===== config.mk =====
export PLATFORM = sky130hd
export DESIGN_NAME = alu_seq_exec
export DESIGN_NICKNAME = d
export VERILOG_FILES = /design/src/rtl/alu_seq_exec.sv
export SDC_FILE = /design/constraint.sdc
export NUM_CORES = 1
export LEC_CHECK = 0
export ABC_AREA = 1
export CAP_MARGIN = 5
export CORE_MARGIN = 2
export CORE_UTILIZATION = 35
export CTS_BUF_LIST = sky130_fd_sc_hd__clkbuf_4
export CTS_CLUSTER_DIAMETER = 100
export DETAILED_ROUTE_END_ITERATION = 10
export HOLD_SLACK_MARGIN = 0.05
export PLACE_DENSITY = 0.59
export RECOVER_POWER = 50
export SLEW_MARGIN = 20
export SYNTH_ARGS = -nofsm -noshare
export SYNTH_HDL_FRONTEND = slang
export SYNTH_SLANG_ARGS = --single-unit

===== constraint.sdc =====
create_clock -name clk -period 1.7 [get_ports clk]
set_input_delay 0.425 -clock clk [delete_from_list [all_inputs] [get_ports clk]]
set_output_delay 0.425 -clock clk [all_outputs]
set_load 0.01 [all_outputs]

===== src/rtl/alu_seq_exec.sv =====
// Execute-stage ALU with valid/ready handshakes. Logic, arithmetic and compare
// ops finish in one cycle; shifts iterate one bit per cycle.
module alu_seq_exec #(
  parameter int XLEN    = 32,
  parameter int SHAMT_W = 5
) (
  input  logic            clk,
  input  logic            rst_n,
  input  logic            in_valid,
  output logic            in_ready,
  input  logic [3:0]      alu_control,
  input  logic [XLEN-1:0] op_a,
  input  logic [XLEN-1:0] op_b,
  input  logic            flush,
  output logic            out_valid,
  input  logic            out_ready,
  output logic [XLEN-1:0] result,
  output logic            zero,
  output logic            busy
);

  localparam logic [3:0] OP_AND  = 4'b0000;
  localparam logic [3:0] OP_OR   = 4'b0001;
  localparam logic [3:0] OP_ADD  = 4'b0010;
  localparam logic [3:0] OP_XOR  = 4'b0011;
  localparam logic [3:0] OP_SLL  = 4'b0100;
  localparam logic [3:0] OP_SRL  = 4'b0101;
  localparam logic [3:0] OP_SUB  = 4'b0110;
  localparam logic [3:0] OP_SLT  = 4'b0111;
  localparam logic [3:0] OP_SRA  = 4'b1000;
  localparam logic [3:0] OP_SLTU = 4'b1001;

  typedef enum logic [1:0] {IDLE, SHIFT, DONE} state_t;

  state_t              state_reg, state_next;
  logic [XLEN-1:0]     result_reg, result_next;
  logic [XLEN-1:0]     shift_reg, shift_next;
  logic [SHAMT_W-1:0]  cnt_reg, cnt_next;
  logic [3:0]          op_reg, op_next;

  logic [XLEN-1:0]     alu_res;
  logic [XLEN-1:0]     shift_step;
  logic [SHAMT_W-1:0]  shamt;
  logic                is_shift;

  assign shamt    = op_b[SHAMT_W-1:0];
  assign is_shift = (alu_control == OP_SLL) || (alu_control == OP_SRL) ||
                    (alu_control == OP_SRA);

  // Single-cycle ops; reserved codes 1010..1111 fall through to ADD.
  always_comb begin
    alu_res = op_a + op_b;
    case (alu_control)
      OP_AND:  alu_res = op_a & op_b;
      OP_OR:   alu_res = op_a | op_b;
      OP_XOR:  alu_res = op_a ^ op_b;
      OP_SUB:  alu_res = op_a - op_b;
      OP_SLT:  alu_res = {{(XLEN-1){1'b0}}, ($signed(op_a) < $signed(op_b))};
      OP_SLTU: alu_res = {{(XLEN-1){1'b0}}, (op_a < op_b)};
      default: alu_res = op_a + op_b;
    endcase
  end

  always_comb begin
    case (op_reg)
      OP_SLL:  shift_step = {shift_reg[XLEN-2:0], 1'b0};
      OP_SRL:  shift_step = {1'b0, shift_reg[XLEN-1:1]};
      default: shift_step = {shift_reg[XLEN-1], shift_reg[XLEN-1:1]};
    endcase
  end

  always_comb begin
    state_next  = state_reg;
    result_next = result_reg;
    shift_next  = shift_reg;
    cnt_next    = cnt_reg;
    op_next     = op_reg;
    case (state_reg)
      IDLE: begin
        if (in_valid) begin
          if (!is_shift) begin
            result_next = alu_res;
            state_next  = DONE;
          end else if (shamt == '0) begin
            result_next = op_a;
            state_next  = DONE;
          end else begin
            shift_next = op_a;
            cnt_next   = shamt;
            op_next    = alu_control;
            state_next = SHIFT;
          end
        end
      end
      SHIFT: begin
        shift_next = shift_step;
        cnt_next   = cnt_reg - SHAMT_W'(1);
        if (cnt_reg == SHAMT_W'(1)) begin
          result_next = shift_step;
          state_next  = DONE;
        end
      end
      DONE: begin
        if (out_ready) state_next = IDLE;
      end
      default: state_next = IDLE;
    endcase
    // Flush aborts everything and leaves the last published result untouched.
    if (flush) begin
      state_next  = IDLE;
      cnt_next    = '0;
      result_next = result_reg;
    end
  end

  always_ff @(posedge clk or negedge rst_n) begin
    if (!rst_n) begin
      state_reg  <= IDLE;
      result_reg <= '0;
      shift_reg  <= '0;
      cnt_reg    <= '0;
      op_reg     <= '0;
    end else begin
      state_reg  <= state_next;
      result_reg <= result_next;
      shift_reg  <= shift_next;
      cnt_reg    <= cnt_next;
      op_reg     <= op_next;
    end
  end

  // in_ready is gated by rst_n so it stays low while reset is held.
  assign in_ready  = rst_n && (state_reg == IDLE);
  assign out_valid = (state_reg == DONE);
  assign busy      = (state_reg != IDLE);
  assign result    = result_reg;
  assign zero      = (result_reg == '0);

endmodule


# Word level (Yosys, flattened, before mapping)
# Cells that the tools add are included.
[classes]
reduce_logical = 15
n_addsub = 3
muxes = 23
magnitude_cmp = 2
n_bitwise = 5
eq_ne = 23
[ops]
columns = ["cell", "n"]
rows = [
  ["two-way mux 32 bit", 7],
  ["case mux 32 bit (2 select lines)", 3],
  ["case mux 32 bit (6 select lines)", 1],
  ["< comparator 32 bit", 2],
  ["adder 32 bit", 1],
  ["AND 32 bit", 1],
  ["logical NOT 32 bit", 1],
  ["OR 32 bit", 1],
  ["subtractor 32 bit", 1],
  ["bitwise XOR 32 bit", 1],
  ["equality test 4 x 3 -> 1 bit, second input constant", 6],
  ["two-way mux 5 bit", 4],
  ["inequality test 3 bit, second input constant", 5],
  ["two-way mux 2 bit", 6],
  ["AND reduction 4 bit", 3],
  ["case mux 5 bit (2 select lines)", 1],
  ["equality test 4 bit, second input constant", 2],
  ["inequality test 2 bit, second input constant", 4],
  ["case mux 2 bit (3 select lines)", 1],
  ["equality test 5 x 1 -> 1 bit, second input constant", 1],
  ["logical NOT 5 bit", 1],
  ["AND reduction 5 bit", 1],
  ["subtractor 5 x 1 -> 5 bit, second input constant", 1],
  ["equality test 4 x 1 -> 1 bit, second input constant", 1],
  ["12 further kinds", 15],
]
[word_totals]
register_bits = 75
elab_cells = 76
inputBits = 73

# Depth between registers and ports, before layout
[logic_depth]
ltp_word = 7
ltp_mapped = 19
mapped_depth_nobuf = 18

# Worst setup path before layout
# No wires, ideal clock.
[synth_path]
path_kind = "input port to flip-flop"
startpoint = "in op_a[0]"
endpoint = "reg result_reg[20] (netlist: result[20])"
stages = 15
n_path_buf = 0
arrival_ns = 1.984
setup_time_ns = 0.126
setup_slack_ns = -0.410
path_cell_list = "ha_1 inv_1 fa_1 inv_1 nand3_1 nand3_1 nand3_1 nand3b_1 nand2_1 nand2_1 nand2_1 nand3_1 nand2_1 o21ai_0 a21oi_1"
[synth_between]
elab_chain_len = 5
word_cells_on_any_way = 6
[synth_rtl]
columns = ["element", "line_no", "rtl"]
rows = [
  ["from (decl)", "12", "input logic [XLEN-1:0] op_a,"],
  ["adder 32 bit or subtractor 32 bit (tied branches)", "60, 57", ""],
  ["case mux 32 bit (6 select lines) *", "53", "case (alu_control)"],
  ["two-way mux 32 bit *", "81", "if (!is_shift) begin"],
  ["two-way mux 32 bit *", "80", "if (in_valid) begin"],
  ["case mux 32 bit (2 select lines) *", "78", "case (state_reg)"],
  ["to (signal assigned)", "125", "result_reg <= result_next;"],
  ["to (decl)", "36", "logic [XLEN-1:0] result_reg, result_next;"],
]
# Every way passes the cells marked *; elsewhere a longest branch is shown, timed or not. The select of a mux whose other input is x is not followed.
# A chain may end at the register's enable or synchronous reset.

# Worst setup path in the final report
[layout_path]
startpoint = "reg result_reg[28] (netlist: result[28])"
endpoint = "out zero"
[layout_between]
elab_chain_len = 1
[layout_rtl]
columns = ["element", "line_no", "rtl"]
rows = [
  ["logical NOT 32 bit", "137", "assign zero = (result_reg == '0);"],
  ["to (decl)", "18", "output logic zero,"],
]
# Every way passes these cells.

==> results.md <==
- The total number of nets in the final design is 2,503.
- Summing every instance area after synthesis gives 10,260 sq um.
- The final route contains 14,530 vias.
- In the layout the commonest cells are buf_4, nand2_1, inv_1.
- Leaving out fill and tap cells, the most frequent cell in the layout is buf_4.
- The ratio of routed vias to standard cells is 5.342.
- The top cell type by area accounts for 18.28% of the synthesized area.
- Measured on the finished design, the core utilization comes to 67.78%.
- The fraction of layout cells with a size suffix above 1 is 58.33%.
- The post-synthesis share of cell area spent on and, or, nand and nor gates is 34.15%.
- The static power due to leakage is 9.536 nW.
- Input and output buffers added on the ports amount to 108.
- STA classifies the critical path startpoint as a flop.
- The pre-antenna-repair detailed-routing pass consisted of 5 iterations.
- The initial utilization of the core area, before any placement, comes to 35.67%.
- At the placement stage, the worst setup path has a slack of -1391 ps.
- After routing the design area is 19,510 sq um.
- The clock drives 75 sinks.
- The largest clock skew in the final design is 19.31 ps.
- The multiplexer area fraction after synthesis is 0%.
- The number of placed instances, taps included, is 2,576.
- After synthesis, flip-flops and latches occupy 18.28% of the total area.
- After detailed placement, the total cell area comes to 15,250 sq um.
- Counting flops with an async set or reset pin after synthesis yields a share of 100.0%.
- The number of antenna violations at the first check in global routing came to 1.
- The largest voltage drop on the vdd net is 0.5138 mV.
- The arrival time at the worst endpoint is 1850 ps.
- Walking the worst path, the cells encountered are nor4_1 -> nand4_1 -> nor2_1 -> buf_2.
- The shortest period the worst path allows is 2273 ps.
- The post-route DRC violation count is 0.
- Dividing the detail-routed wire length by the instance count gives 19.84 um.
- The category of the worst setup path capture point is an output pin.
- After synthesis the netlist holds a flip-flop and latch count of 75.
- Setup repair after global routing could not meet its margin everywhere.
- The max-slew headroom at the worst pin is 50.39%.
- The final global-route overflow total is 0.
- The flow ran to the end, but the final reports show violations.
- In this run the standard cell core region covers 28,780 sq um.
- For this run, the slowest stage of the critical path takes 430 ps.
- The synthesized-area fraction occupied by adder cells is 12.34%.
- The number of failing hold endpoints at the final stage was 0.
- The die boundary width is 175.3 um.
- The mean instance size in the synthesized netlist is 5.869 sq um.
- Setup violations remaining at the end of the flow were counted as 83.
- By area, the combinational part of the netlist is dominated by simple AND/OR/NAND/NOR gates.
- The min-delay analysis places its worst path in the category input pin to flop.
- Buffers inserted during clock tree synthesis total 9.
- The largest buffer count on any clock path is 2.
- The number of top-level pins is 109.
- The biggest area consumer among synthesized cells is dfrtp_1.
- After technology mapping, the gate count stands at 1,749.
- The number of global-route vias before repair is 14,110.
- Ranked by total cell area, the synthesized netlist is headed by dfrtp_1, nand2_1, ha_1.
- The final reports fail on setup timing.
- The minimum setup slack in the final design is -572.8 ps.
- The data required time at the worst endpoint is 1270 ps.
- The number of nets produced by synthesis is 1,922.
- The number of max-slew violations in the final report is 0.
- Along the worst path, the maximum fanout reaches 2.
- For the pin with the worst max-slew slack, the measured transition is 744.1 ps.
- Entering global routing, the biggest net connects 50 pins.
- The floorplan step defined a die boundary enclosing 30,710 sq um.
- From synthesis to final layout, the design area changed by 90.03%.
- In this run the clock root is driven by a clkbuf_4.
- The portion of the clock cycle consumed by the worst path in the final layout is 133.7%.
- The count of warnings emitted by yosys is 0.
- The estimated wirelength of the detail-placed design is 39,470 um.
- The xor-xnor portion of the synthesized cell area is 0.7679%.
- The overall routing resource usage is 32.74%.
- The floorplan step set the die height to 175.3 um.
- The share of the synthesized area in compound gates (AO/OA/AOI/OAI) is 20.50%.
- After the flow finishes, the layout carries non-filler instances totaling 2,720.
- Wires add up to 53,970 um.
- The count of H-tree levels built during CTS is 3.
- Dividing total power by cell area gives a power density of 679.8 nW/um^2.
- The synthesized netlist contains 50 unique library cells.
- For this block, the initial DRC count from the detailed router was 1,120.
- The cell with the largest stage delay on the worst path is dfrtp_1.
- The synthesized design contains 0 enable-type register cells.
- The number of cell rows is 62.
- The timing-limited maximum frequency is 440.0 MHz.
- The TritonCTS clock tree is done.
- The global-route wire length before repair is 77,960 um.
- The dominant synthesized flop cell is dfrtp_1.
- At the later pin of the worst-skew pair, clock insertion delay measures 470 ps.
- The clock edge transition at the registers on the reported setup and hold paths is 140 ps.
- The critical path is of the flop to output pin type.
- The detail route stage leaves a number of antenna-violating nets equal to 0.
- Across the run, the number of max-cap violations was 0.
- The global placement routability congestion is 1.006.
## metrics by stage
stage / setup TNS [ps] / power (mW) / hold WS [ps]
after detailed placement: -70860 / 9.789 / 472.9
after CTS: -6548 / 12.09 / 345.3
final: -14460 / 13.26 / 353.0
after global routing: -23440 / 14.01 / 345.2
after floorplan: -5186 / 6.059 / 129.4
after global placement: -67310 / 9.742 / 467.8
## worst max-delay path, delay by kind of cell (launching register included)
kind	cells	cell delay, ps
simple gates	3	810
flops	1	430
buf+inv	1	150
## cells by family (layout without fill, tap and decap cells)
family | after synthesis | in the layout
and+or+nand+nor | 828 | 828
AOI/OAI and AO/OA | 388 | 388
buffers and inverters | 349 | 935
adders and majority gates | 100 | 100
DFF | 75 | 75
xor gates and xnor gates | 9 | 9
other | 0 | 1
## power breakdown
part / internal [mW] / leakage, nW / switching, mW
logic: 4.13 / 8.56 / 4.82
clock network: 0.615 / 0.0866 / 0.719
registers: 2.51 / 0.889 / 0.462
total: 7.26 / 9.54 / 6.00
## worst paths after layout
| check | end | cells past startpoint | slack [ps] | startpoint |
|---|---|---|---|---|
| hold reg to reg | shift_reg[0]$_DFFE_PN0P_ | 2 | 510 | shift_reg[0]$_DFFE_PN0P_ |
| setup reg to reg | result[19]$_DFFE_PN0P_ | 13 | -160 | cnt_reg[1]$_DFFE_PN0P_ |
| hold / removal | shift_reg[3]$_DFFE_PN0P_ | 4 | 350 | op_a[3] |
| min in group asynchronous | shift_reg[29]$_DFFE_PN0P_ | 3 | 940 | rst_n |
| setup / recovery | zero | 4 | -570 | result[28]$_DFFE_PN0P_ |
| max in group asynchronous | state_reg[1]$_DFFE_PN0P_ | 4 | -170 | rst_n |
## final cells by class
| type | count | area, sq um |
|---|---|---|
| multi-input cells | 1325 | 10220 |
| fillers | 2467 | 9274 |
| repair buffers | 637 | 5577 |
| flip-flops and latches | 75 | 1879 |
| inverters | 282 | 1180 |
| well taps | 384 | 480.5 |
| clock inverters | 6 | 90.09 |
| clock buffers | 10 | 75.07 |
| diodes | 1 | 2.502 |
## routing by layer
layer | vias to the layer above | global-route usage, % | part of all wire [%]
met2 | 607 | 57.73 | 48
met5 | - | 0 | 0
li1 | 6870 | - | -
met4 | 0 | 16.77 | 6.1
met3 | 149 | 2.597 | 5.5
met1 | 6904 | 39.89 | 40
## repair_timing
item	4_1_cts	5_1_grt
pin swaps	241	217
setup endpoints to repair	109	154
resized for setup	922	402
buffers inserted	83	60
cloned	2	8
endpoints found under the hold margin	26	0
hold buffers	1	0
## synthesized netlist by cell type, types with 2 or more instances
cell         n
a21o_1       2
a31oi_1      6
nor3_1      10
nor2_2       7
o21ai_0    133
a21oi_1    167
clkbuf_1    16
dfrtp_1     75
o311ai_1     2
nand3_4      2
nand3b_1     2
and2_1       3
nand4_1     26
fa_1         2
buf_4       13
ha_1        98
a21oi_2      3
inv_1      272
xor2_1       9
nor2_1     224
o21bai_1    13
nand2_2      4
a211oi_1     3
nand3_2      4
o2111ai_1    5
o21ai_1     12
inv_2        8
o211ai_1     4
buf_6        4
nand2_1    409
or2_2        2
nand3_1    115
o22ai_1     33
and3_1       3
buf_2       27
nor3_2       2
nor4_1      11
clkbuf_2     6
Power figures use the tool's default switching activity.
